--- src/rtl/opposite_serial.sv ---
// Digit-serial two's-complement pass/negate/abs unit: DIGIT bits per cycle, LSB first,
// with a start/ready handshake, a one-cycle done pulse and most-negative overflow flagging.
module opposite_serial #(
  parameter int WORDSIZE = 64,
  parameter int DIGIT    = 8
) (
  input  logic                clk,
  input  logic                reset,
  input  logic                start,
  input  logic [1:0]          mode,
  input  logic [WORDSIZE-1:0] num_input,
  output logic                ready,
  output logic                busy,
  output logic                done,
  output logic [WORDSIZE-1:0] num_output,
  output logic                overflow
);

  localparam int N     = WORDSIZE / DIGIT;
  localparam int CNT_W = (N > 1) ? $clog2(N) : 1;
  localparam logic [WORDSIZE-1:0] MOST_NEG = {1'b1, {(WORDSIZE-1){1'b0}}};

  typedef enum logic [1:0] {S_IDLE, S_RUN, S_DONE} state_t;

  state_t              state_q, state_d;
  logic [CNT_W-1:0]    cnt_q, cnt_d;
  logic                carry_q, carry_d;
  logic                neg_q, neg_d;
  logic [WORDSIZE-1:0] operand_q, operand_d;
  logic [WORDSIZE-1:0] result_q, result_d;
  logic [WORDSIZE-1:0] num_output_q, num_output_d;
  logic                overflow_q, overflow_d;

  logic [DIGIT-1:0]    digit;
  logic [DIGIT:0]      step;

  // One digit of the negation ripple: {carry_out, result_digit}; pass-through keeps the carry.
  function automatic logic [DIGIT:0] digit_step(input logic [DIGIT-1:0] d,
                                                 input logic neg, input logic cin);
    if (neg) return {1'b0, ~d} + {{DIGIT{1'b0}}, cin};
    else     return {cin, d};
  endfunction

  assign digit = operand_q[int'(cnt_q)*DIGIT +: DIGIT];
  assign step  = digit_step(digit, neg_q, carry_q);

  always_comb begin
    state_d      = state_q;
    cnt_d        = cnt_q;
    carry_d      = carry_q;
    neg_d        = neg_q;
    operand_d    = operand_q;
    result_d     = result_q;
    num_output_d = num_output_q;
    overflow_d   = overflow_q;
    unique case (state_q)
      S_IDLE: begin
        if (start) begin
          operand_d = num_input;
          neg_d     = (mode == 2'b01) || ((mode == 2'b10) && num_input[WORDSIZE-1]);
          carry_d   = neg_d;
          cnt_d     = '0;
          state_d   = S_RUN;
        end
      end
      S_RUN: begin
        result_d[int'(cnt_q)*DIGIT +: DIGIT] = step[DIGIT-1:0];
        carry_d = step[DIGIT];
        if (cnt_q == CNT_W'(N-1)) begin
          // Publish only the finished word; the final carry-out is dropped.
          num_output_d = result_d;
          overflow_d   = neg_q && (operand_q == MOST_NEG);
          cnt_d        = '0;
          state_d      = S_DONE;
        end else begin
          cnt_d = cnt_q + CNT_W'(1);
        end
      end
      S_DONE:  state_d = S_IDLE;
      default: state_d = S_IDLE;
    endcase
  end

  always_ff @(posedge clk) begin
    if (reset) begin
      state_q      <= S_IDLE;
      cnt_q        <= '0;
      num_output_q <= '0;
      overflow_q   <= 1'b0;
    end else begin
      state_q      <= state_d;
      cnt_q        <= cnt_d;
      num_output_q <= num_output_d;
      overflow_q   <= overflow_d;
    end
  end

  // Working operand/result/carry are only meaningful after an accepted start.
  always_ff @(posedge clk) begin
    carry_q   <= carry_d;
    neg_q     <= neg_d;
    operand_q <= operand_d;
    result_q  <= result_d;
  end

  assign ready      = (state_q == S_IDLE);
  assign busy       = (state_q == S_RUN);
  assign done       = (state_q == S_DONE);
  assign num_output = num_output_q;
  assign overflow   = overflow_q;

endmodule
--- config.mk ---
export PLATFORM = sky130hd
export DESIGN_NAME = opposite_serial
export DESIGN_NICKNAME = d
export VERILOG_FILES = /design/src/rtl/opposite_serial.sv
export SDC_FILE = /design/constraint.sdc
export NUM_CORES = 1
export LEC_CHECK = 0
export ABC_AREA = 1
export BUFFER_PORTS_ARGS = -buffer_cell sky130_fd_sc_hd__buf_2
export CELL_PAD_IN_SITES_DETAIL_PLACEMENT = 1
export CELL_PAD_IN_SITES_GLOBAL_PLACEMENT = 1
export CORE_ASPECT_RATIO = 0.8
export CORE_MARGIN = 2
export CORE_UTILIZATION = 48
export CTS_BUF_LIST = sky130_fd_sc_hd__clkbuf_2
export CTS_CLUSTER_SIZE = 24
export DETAILED_ROUTE_END_ITERATION = 12
export PLACE_DENSITY = 0.89
export SLEW_MARGIN = 20
export SYNTH_ARGS = -nofsm -noshare
export SYNTH_HDL_FRONTEND = slang
export SYNTH_SLANG_ARGS = --single-unit
--- constraint.sdc ---
create_clock -name clk -period 7.4 [get_ports clk]
set_input_delay 1.48 -clock clk [delete_from_list [all_inputs] [get_ports clk]]
set_output_delay 1.48 -clock clk [all_outputs]
set_load 0.02 [all_outputs]
==> results of run 1 <==
==> power by group through the flow <==
stage          combinational, mW  clock [mW]  sequential, mW
6_report                   0.254       0.561            1.28
5_1_grt                    0.283       0.613            1.29
4_1_cts                    0.253       0.568            1.28
3_5_place_dp               0.250           0            1.30
3_3_place_gp               0.235           0            1.30
2_1_floorplan              0.172           0            1.29
==> layout make-up <==
cell class | count | area [um2] | area share (%)
diodes | 1 | 2.50 | 0.0253
clock buffers | 17 | 85.1 | 0.860
clock inverters | 15 | 169 | 1.71
inverters | 143 | 537 | 5.42
multi-input cells | 555 | 2780 | 28.0
flip-flops and latches | 200 | 5310 | 53.6
well taps | 230 | 288 | 2.91
repair buffers | 143 | 733 | 7.41
==> per-stage QoR <==
stage	std cells	total power [mW]	util [%]	instance area, um2	hold WS, ns
6_report	1304	2.10	54.6	9890	0.515
5_1_grt	1304	2.18	54.6	9890	0.536
4_1_cts	1303	2.10	54.6	9890	0.517
3_5_place_dp	1271	1.55	53.2	9640	0.482
2_1_floorplan	942	1.47	-	8860	0.514
3_3_place_gp	1271	1.53	53.2	9640	0.480
==> placed cells by master (no fill, tap or decap), types with 3 or more instances in the layout <==
cell / synthesis / final
o21ai_1: 14 / 14
nor2_2: 7 / 7
nand4_1: 8 / 8
buf_2: 17 / 136
a21oi_1: 39 / 39
o21ai_0: 86 / 86
nor2_1: 41 / 40
nand3_1: 42 / 42
o21bai_1: 28 / 28
clkinv_2: 0 / 3
dfxtp_1: 70 / 70
nand3_2: 6 / 6
clkinv_4: 0 / 3
nand2_2: 11 / 11
edfxtp_1: 130 / 130
buf_4: 4 / 7
inv_1: 140 / 138
inv_2: 3 / 5
ha_1: 6 / 6
or2_2: 23 / 23
clkbuf_2: 0 / 17
nand2_1: 208 / 208
o21a_1: 4 / 4
inv_6: 0 / 3
nor4_1: 16 / 16
==> sequential cells by signal (all words and copies together) (netlist names) <==
register	flops
carry_q	1
num_output	64
state_q	2
result_q	64
overflow	1
operand_q	64
neg_q	1
cnt_q	3
==> layer usage <==
layer	global-route usage [%]	vias up	wire length (um)
met5	0	-	10
met4	7.99	2	480
met3	4.09	43	1390
met2	43.2	250	11600
met1	36.3	3481	11200
li1	-	3333	-
==> worst paths after layout <==
path,startpoint,endpoint,cells after the start
worst max-delay path,cnt_q[1]$_SDFFE_PP0P_,result_q[10]$_DFFE_PP_,13
worst min-delay path,overflow$_SDFFE_PP0P_,overflow$_SDFFE_PP0P_,2
worst max register to register,cnt_q[1]$_SDFFE_PP0P_,result_q[10]$_DFFE_PP_,13
worst min register to register,overflow$_SDFFE_PP0P_,overflow$_SDFFE_PP0P_,2
==> kinds of logic after synthesis <==
| family | share of synthesized area (%) |
|---|---|
| AO/OA/AOI/OAI | 11.2 |
| XOR/XNOR | 0.0988 |
| adder cells (fa/ha/maj) | 0.847 |
| AND/OR/NAND/NOR | 19.1 |
| buffers and inverters | 8.93 |
| flip-flops | 59.8 |
==> critical path, delay by kind of cell (launching register included) <==
| kind | cells | cell delay (ns) |
|---|---|---|
| adders and majority gates | 2 | 0.59 |
| AOI/OAI and AO/OA | 1 | 0.27 |
| buffers and inverters | 6 | 0.94 |
| and+or+nand+nor | 4 | 0.94 |
| DFF | 1 | 0.38 |
==> metrics.md, run 1 <==
| Metric | Value |
|---|---|
| Tcrit/Tclk final | `45.0%` |
| Port Buffers | `136` |
| Mapped Area | `0.00886 mm2` |
| Cts bufs inserted | `17` |
| Post-route setup slack | `4.07 ns` |
| Internal | `1.49 mW` |
| Sequential fraction of the synthesis area | `59.8%` |
| Area leader, netlist | `edfxtp_1` |
| CTS resizes | `0` |
| Crit Path Max Fanout | `23` |
| Sequential group share of total power | `61.1%` |
| 1st-iter DRT viols | `670` |
| CTS tree | `built` |
| Most used cell, CP | `inv_1` |
| Most common cell in the netlist | `nand2_1` |
| Avg Inst Size Synth | `9.41 um2` |
| Switching Power | `0.603 mW` |
| Vias in the first global route | `7,470` |
| Startpoint types | `flop` |
| Max incr delay on CP | `0.59 ns` |
| Largest net degree at the start of global routing | `83` |
| Netlist cell types | `37` |
| Crit path cell chain | `buf_4, inv_1, ha_1, ha_1, nor2_1, inv_1, nor2_1, inv_1, nor2_1, inv_1, nand2_1, a21boi_0, inv_1` |
| Clock sinks | `200` |
| Setup CP Type | `flop to flop` |
| Total congestion overflow | `0` |
| Max Cap Viol | `0` |
| Clock Skews | `0.0328 ns` |
| Share of power burned in the clock network | `26.8%` |
| CP max-delay cell | `nor2_1` |
| RSZ-0062 raised after global routing | `no` |
| Worst hold-check path type | `flop to flop` |
| First-pass GRT wire length | `39,900 um` |
| Area share of the largest cell type after synthesis | `44.0%` |
| Core area | `0.0181 mm2` |
| Most frequent cells after synthesis | `nand2_1 (208), inv_1 (140), edfxtp_1 (130), o21ai_0 (86), dfxtp_1 (70)` |
| Outcome | `finished clean` |
| Vias | `7,109` |
| Clock Tree Root | `clkbuf_2` |
| First drt pass iteration count | `5` |
| Routed len/inst | `18.9 um` |
| Syn nets | `1,017` |
| Critical Path RT | `7.98 ns` |
| Clock period minus worst slack | `3.33 ns` |
| Final setup TNS | `0 ns` |
| I/O pin count | `137` |
| Gr usage total | `26.4%` |
| P&R area growth vs syn | `11.6%` |
| Critical path arrival | `3.90 ns` |
| Starting Density | `48.9%` |
| Clk slew on worst S/H paths | `0.27 ns` |
| Pwr Density | `212 mW/mm2` |
| Layout cells sized above 1 | `21.8%` |
| Peak VDD IR | `0.000133 V` |
| Hold_buf cts | `0` |
| Initial antenna violation count | `2` |
| Sw Ratio | `28.8%` |
| Combinational group share of total power | `12.1%` |
| Max Freq | `301 MHz` |
| CTS H-tree lvls | `4` |
| Primary FF master, synth | `edfxtp_1` |
| Clock Path Buffers | `2` |
| Clock Latency Late Sink | `0.79 ns` |
| Routed Antenna Nets | `0` |
| DP Worst Slack | `4.13 ns` |
| Async S/R FF share, synth | `0%` |
| Global placement routability congestion | `0.850` |
| Gate Count Post-Synth | `942` |
| Slew HR | `39.0%` |
| Die Ht | `126 um` |
| Register bit count reported by yosys | `200` |
| Average via count per standard cell | `5.45` |
| Ranking of synthesized cells by area | `edfxtp_1 (44%), dfxtp_1 (16%), nand2_1 (8.8%), inv_1 (5.9%), o21ai_0 (4.9%)` |
| Hold Violations, Final | `0` |
| Max Slew Vio Count | `0` |
| Setup slack, reg-to-reg | `4.07 ns` |
| Site Rows | `44` |
| Fillcell total | `2,162` |
| Die Area | `0.0196 mm2` |
| DRC | `0` |
| Yosys warnings | `0` |
| Leakage power | `4.60 nW` |
| Hpwl dp | `17,800 um` |
| Final net count | `1,135` |
| Routed WL | `24,700 um` |
| Post-CTS setup repair buffer count | `0` |
| EDFF count, synth | `130` |
| Setup crit end kind | `flop` |
| Die width | `156 um` |
| Slew @ Worst Pin | `0.911 ns` |
| Final setup vio count | `0` |
(Power assumes the default switching activity.)
==> run 2, diff against run 1 <==
Settings changed: CORE_UTILIZATION 48 to 45, PLACE_DENSITY 0.89 to 0.84.
Clock period 7.4 ns to 3.4 ns, I/O delays scaled along.
==> run 2 against run 1 <==
  * Worst hold slack worse by 0.44 ns
  * Non-clock buffer count is 72 higher
  * Cell count is 7.7% higher
  * Power is 130% higher
  * Critical endpoint is now num_output[51]$_SDFFE_PP0P_
==> metrics.md, run 2 (synthesis results as in run 1) <==
| Metric | Value |
|---|---|
| Multi-input gate area in the final layout | `0.00278 mm2 (unchanged)` |
| CTS H-tree lvls | `4 (unchanged)` |
| Final setup vio count | `0 (unchanged)` |
| Routed len/inst | `19.7 um (+3.8%)` |
| Reg area | `0.00531 mm2 (unchanged)` |
| Vias | `7,520 (+5.8%)` |
| Layout cells sized above 1 | `21.2% (-0.59 points)` |
| Cts bufs inserted | `17 (unchanged)` |
| Slew HR | `61.9% (+23 points)` |
| Crit Path Max Fanout | `47 (+100%)` |
| Leakage power | `4.93 nW (+7.3%)` |
| Largest net degree at the start of global routing | `85 (+2.4%)` |
| Vias in the first global route | `7,770 (+4.0%)` |
| Hpwl dp | `18,000 um (+1.1%)` |
| Clock Skews | `0.0618 ns (+0.0290 ns)` |
| Sw Ratio | `29.0% (+0.23 points)` |
| Combinational group share of total power | `13.3% (+1.2 points)` |
| Setup crit end kind | `flop` |
| Worst hold-check path type | `input port to flop` |
| Max Cap Viol | `0 (unchanged)` |
| Clock period minus worst slack | `2.94 ns (-0.389 ns)` |
| Gr usage total | `27.7% (+1.4 points)` |
| Die Ht | `130 um (+3.2%)` |
| Die width | `161 um (+3.2%)` |
| Post-Layout Cell Count | `1,405 (+7.7%)` |
| Commonest non-fill, non-tap cells in the layout | `nand2_1 (208), inv_1 (138), buf_2 (136), edfxtp_1 (130), o21ai_0 (86)` |
| Leading cell type in the layout, fill and taps excluded | `nand2_1` |
| Hold Violations, Final | `0 (unchanged)` |
| Outcome | `finished clean` |
| Startpoint types | `flop` |
| Initial antenna violation count | `3 (+1)` |
| Critical path arrival | `3.72 ns (-0.18 ns)` |
| Average via count per standard cell | `5.35 (-1.8%)` |
| Hold_buf cts | `63 (+63)` |
| Setup CP Type | `flop to flop` |
| Share of power burned in the clock network | `28.3% (+1.5 points)` |
| Clock sinks | `200 (unchanged)` |
| RSZ-0062 raised after global routing | `no` |
| Final setup TNS | `0 ns (unchanged)` |
| Total congestion overflow | `0 (unchanged)` |
| Slew @ Worst Pin | `0.570 ns (-0.341 ns)` |
| Pwr Density | `447 mW/mm2 (+110%)` |
| Port Buffers | `136 (unchanged)` |
| Critical Path RT | `4.18 ns (-3.80 ns)` |
| First drt pass iteration count | `5 (unchanged)` |
| Clock Latency Late Sink | `0.84 ns (+0.05 ns)` |
| Fin util | `55.8% (+1.2 points)` |
| Peak VDD IR | `0.000189 V (+43%)` |
| Clock Tree Root | `clkbuf_2` |
| Max Slew Vio Count | `0 (unchanged)` |
| Worst R2R Path Depth | `14 (+1)` |
| Internal | `3.39 mW (+130%)` |
| Placed insts | `1,308 (+2.9%)` |
| Site Rows | `45 (+2.3%)` |
| 1st-iter DRT viols | `719 (+7.3%)` |
| Clk slew on worst S/H paths | `0.29 ns (+0.02 ns)` |
| Clock Path Buffers | `2 (unchanged)` |
| Fillcell total | `2,248 (+4.0%)` |
| Global placement routability congestion | `0.861 (+1.3%)` |
| P&R area growth vs syn | `20.6%` |
| Max Freq | `340 MHz (+13%)` |
| Die Area | `0.0208 mm2 (+6.5%)` |
| Routed WL | `27,600 um (+12%)` |
| First-pass GRT wire length | `43,900 um (+10%)` |
| Routed Antenna Nets | `0 (unchanged)` |
| Starting Density | `46.3% (-2.6 points)` |
| DRC | `0 (unchanged)` |
| Hold path depth | `1 (-1)` |
| Tcrit/Tclk final | `86.4% (+41 points)` |
| CTS resizes | `0 (unchanged)` |
| Post-CTS setup repair buffer count | `0 (unchanged)` |
| CTS tree | `built` |
| Switching Power | `1.39 mW (+130%)` |
| Sequential group share of total power | `58.4% (-2.7 points)` |
| Final net count | `1,207 (+6.3%)` |
| I/O pin count | `137 (unchanged)` |
| Core area | `0.0191 mm2 (+5.7%)` |
run 2: per-stage QoR:
stage / cell area (um2) / power [mW] / hold WS, ns / setup WS (ns)
after floorplan: 8870 / 3.19 / 0.514 / 0.770
after global routing: 10700 / 4.95 / 0.00432 / 0.192
after CTS: 10700 / 4.74 / 0.0154 / 0.542
final: 10700 / 4.77 / 0.0784 / 0.461
after detailed placement: 9780 / 3.38 / 0.473 / 0.587
after global placement: 9780 / 3.35 / 0.472 / 0.796
run 2: final cells by class:
class,count,area share [%]
tap,258,3.02
antenna,2,0.0468
sequential,200,49.6
timing repair buffer,215,13.7
clock inverter,14,1.73
clock buffer,18,0.843
multi-input combinational,555,26.0
inverter,143,5.02
run 2: per-layer routing:
metal / global-route usage [%] / vias up / part of all wire (%)
li1: - / 3482 / -
met1: 38.1 / 3666 / 45
met2: 44.1 / 311 / 46
met3: 5.51 / 59 / 6.2
met4: 10.3 / 2 / 2.8
met5: 0 / - / 0.047
run 2: power by group through the flow:
stage	clock (mW)	sequential (mW)	combinational, mW
2_1_floorplan	0	2.81	0.376
3_3_place_gp	0	2.83	0.527
3_5_place_dp	0	2.83	0.550
4_1_cts	1.35	2.78	0.611
5_1_grt	1.45	2.80	0.697
6_report	1.35	2.79	0.635
run 2: worst paths after layout:
path	start	to	slack (ns)
worst min-delay path	num_input[18]	operand_q[18]$_DFFE_PP_	0.08
worst max register to register	cnt_q[0]$_SDFFE_PP0P_	num_output[51]$_SDFFE_PP0P_	0.46
worst min register to register	overflow$_SDFFE_PP0P_	overflow$_SDFFE_PP0P_	0.50
worst max-delay path	cnt_q[0]$_SDFFE_PP0P_	num_output[51]$_SDFFE_PP0P_	0.46
run 2: critical path, cell delays in order (launching register included):
cell,delay (ns)
dfxtp_1,0.41
buf_4,0.48
o21ai_0,0.21
o221ai_1,0.23
nand2_1,0.14
ha_1,0.24
nand3_1,0.13
nand2_2,0.10
nand2_1,0.09
nand2_1,0.11
nor2_1,0.33
nand2_1,0.13
inv_1,0.10
o21ai_1,0.08
a21oi_1,0.15
==> run 3, diff against run 2 <==
Settings changed: CORE_UTILIZATION 45 to 41, PLACE_DENSITY 0.84 to 0.81.
Clock period 3.4 ns to 2.4 ns, I/O delays scaled along.
==> run 3 against run 2 <==
  * The flow now finishes with violations (negative setup slack)
  * Die area grew 9.5%
  * Flip-flop and latch count unchanged
  * First-iteration DRC count down 12%
  * Global-route usage decreased by 2.9 points
  * Critical path type unchanged
  * Critical endpoint is now result_q[41]$_DFFE_PP_
  * Largest cell class unchanged
==> metrics.md, run 3 (synthesis results as in run 1) <==
| Metric | Value |
|---|---|
| Outcome | `finished, violations left` |
| Failing checks | `negative setup slack` |
| Cts bufs inserted | `17 (unchanged)` |
| Clock Latency Late Sink | `0.86 ns (+0.02 ns)` |
| Ant. Diodes | `0 (-2)` |
| Crit-path leading delay family | `buffers and inverters` |
| Slew @ Worst Pin | `0.529 ns (-0.0412 ns)` |
| P&R area growth vs syn | `27.9%` |
| Commonest non-fill, non-tap cells in the layout | `nand2_1 (194), buf_2 (136), inv_1 (134), edfxtp_1 (130), o21ai_0 (72)` |
| Clock sinks | `200 (unchanged)` |
| Site Rows | `48 (+6.7%)` |
| Setup CP Type | `flop to flop` |
| Layout cells sized above 1 | `27.9% (+6.6 points)` |
| Routed Antenna Nets | `0 (unchanged)` |
| Post-route setup slack | `-0.122 ns (-0.583 ns)` |
| Critical Path RT | `3.07 ns (-1.11 ns)` |
| Setup crit end kind | `flop` |
| Leading cell type in the layout, fill and taps excluded | `nand2_1` |
| Worst hold slack | `0.0794 ns (+0.000979 ns)` |
| Clock Skews | `0.0653 ns (+0.00356 ns)` |
| Clk slew on worst S/H paths | `0.34 ns (+0.05 ns)` |
| Buf/Inv on CP | `6 (+4)` |
| Reg area | `0.00531 mm2 (+0.14%)` |
| Total Power | `6.98 mW (+46%)` |
| Hold worst-path end | `carry_q$_DFFE_PP_` |
| Die width | `168 um (+4.6%)` |
| Worst hold-check path type | `input port to flop` |
| Pwr Density | `616 mW/mm2 (+38%)` |
| Design Area, Final | `0.0113 mm2 (+6.1%)` |
| Crit Path Max Fanout | `12 (-74%)` |
| Placement Cell Area | `0.0100 mm2 (+2.6%)` |
| Port Buffers | `136 (unchanged)` |
| CTS H-tree lvls | `4 (unchanged)` |
| Die Area | `0.0228 mm2 (+9.5%)` |
| Slew HR | `64.7% (+2.8 points)` |
| DRC | `0 (unchanged)` |
| Starting Density | `41.5% (-4.8 points)` |
| Leakage power | `5.19 nW (+5.2%)` |
| Final setup TNS | `-0.889 ns (-0.889 ns)` |
| Multi-input gate area in the final layout | `0.00302 mm2 (+8.7%)` |
| Startpoint types | `flop` |
| Peak VDD IR | `0.000376 V (+98%)` |
| Clock period minus worst slack | `2.52 ns (-0.417 ns)` |
| Hpwl dp | `17,700 um (-1.6%)` |
| 1st-iter DRT viols | `631 (-12%)` |
| Max incr delay on CP | `0.49 ns (about the same)` |
| Critical path arrival | `3.20 ns (-0.52 ns)` |
| CTS tree | `built` |
| I/O pin count | `137 (unchanged)` |
| Clock Tree Root | `clkbuf_2` |
| Clock Path Buffers | `2 (unchanged)` |
| First-pass GRT wire length | `43,300 um (-1.4%)` |
| Max Freq | `397 MHz (+17%)` |
| Worst flop-to-flop path startpoint | `cnt_q[1]$_SDFFE_PP0P_` |
| Worst R2R Path Depth | `13 (-1)` |
| First drt pass iteration count | `6 (+1)` |
| Max Slew Vio Count | `0 (unchanged)` |
| Setup slack, reg-to-reg | `-0.12 ns (-0.58 ns)` |
| Largest net degree at the start of global routing | `102 (+20%)` |
| Hold Violations, Final | `0 (unchanged)` |
| Fillcell total | `2,477 (+10%)` |
| Crit path cell chain | `inv_2, ha_2, ha_2, buf_6, nor2_1, inv_1, nor2_1, inv_1, nor2_1, buf_4, nand2_1, o21ai_0, inv_1` |
| Fin util | `53.0% (-2.8 points)` |
| Average via count per standard cell | `5.42 (+1.2%)` |
| Worst r2r dst | `result_q[41]$_DFFE_PP_` |
| Initial antenna violation count | `0 (-3)` |
| Die Ht | `136 um (+4.6%)` |
| Vias | `7,902 (+5.1%)` |
| Routed len/inst | `20.5 um (+4.3%)` |
| Vias in the first global route | `7,892 (+1.6%)` |
| Core area | `0.0214 mm2 (+12%)` |
| Gr usage total | `24.9% (-2.9 points)` |
| Routed WL | `29,900 um (+8.3%)` |
| Global placement routability congestion | `0.868 (+0.81%)` |
| Final net count | `1,246 (+3.2%)` |
| Hold path start | `start` |
| Hold path depth | `3 (+2)` |
| RSZ-0062 raised after global routing | `yes` |
| Max Cap Viol | `0 (unchanged)` |
| Final setup vio count | `24 (+24)` |
| CP max-delay cell | `dfxtp_2` |
| Tcrit/Tclk final | `105% (+19 points)` |
| Total congestion overflow | `0 (unchanged)` |
## run 3: changes by cell type in the layout (fill, tap and decap cells not counted), moves of 6 or more
| cell | previous run | this run |
|---|---|---|
| nand3_2 | 6 | 12 |
| nand3_1 | 42 | 34 |
| buf_4 | 13 | 41 |
| nand2_2 | 11 | 21 |
| nand2_1 | 208 | 194 |
| o21ai_2 | 1 | 12 |
| o21ai_0 | 86 | 72 |
## run 3: how the worst max path moves through the flow
stage | slack, ns | cells past startpoint | start | endpoint
2_1_floorplan | -0.04 | 8 | state_q[0]$_SDFFE_PP0P_ | num_output[18]$_SDFFE_PP0P_
3_3_place_gp | -0.06 | 12 | cnt_q[0]$_SDFFE_PP0P_ | num_output[10]$_SDFFE_PP0P_
3_5_place_dp | -0.10 | 13 | cnt_q[1]$_SDFFE_PP0P_ | result_q[10]$_DFFE_PP_
4_1_cts | 0.01 | 14 | cnt_q[1]$_SDFFE_PP0P_ | result_q[50]$_DFFE_PP_
5_1_grt | -0.18 | 12 | cnt_q[0]$_SDFFE_PP0P_ | result_q[44]$_DFFE_PP_
6_report | -0.12 | 13 | cnt_q[1]$_SDFFE_PP0P_ | result_q[41]$_DFFE_PP_
## run 3: power breakdown
part	internal (mW)	switching [mW]	total, mW	leakage (nW)
sequential	3.87	0.0859	3.96	1.80
clock	0.556	1.36	1.91	0.170
combinational	0.409	0.706	1.12	3.22
## run 3: what timing repair did
item,4_1_cts,5_1_grt
buffers inserted,0,11
cloned,0,1
pin swaps,0,18
setup endpoints to repair,6,122
resized for setup,5,70
hold endpoints to repair,69,0
hold buffers,67,0
## run 3: cell type report
cell class	instances	share of cell area, %
timing repair buffer	253	16.1
multi-input combinational	555	26.6
inverter	143	4.83
timing repair inverter	1	0.0552
clock inverter	15	1.79
clock buffer	17	0.750
sequential	200	46.8
tap	275	3.03
## run 3: routing by layer
| layer | wire length, um | global-route usage, % | up-vias |
|---|---|---|---|
| met5 | 0 | 0 | - |
| met4 | 1350 | 9.63 | 0 |
| met3 | 2150 | 6.02 | 107 |
| met2 | 14000 | 40.0 | 408 |
| met1 | 12500 | 32.8 | 3822 |
| li1 | - | - | 3565 |
## run 3: tightest hold or removal path, delay by kind of cell
kind	cells	cell delay (ns)
buffers and inverters	1	0.07
AO/OA/AOI/OAI	1	0.12
AND/OR/NAND/NOR	1	0.12
## run 3: per-stage QoR
stage,instances,worst slack [ns]
CTS,1448,0.0141
global route,1459,-0.178
floorplan,942,-0.0398
detailed placement,1349,-0.102
finish,1459,-0.122
global placement,1349,-0.0634
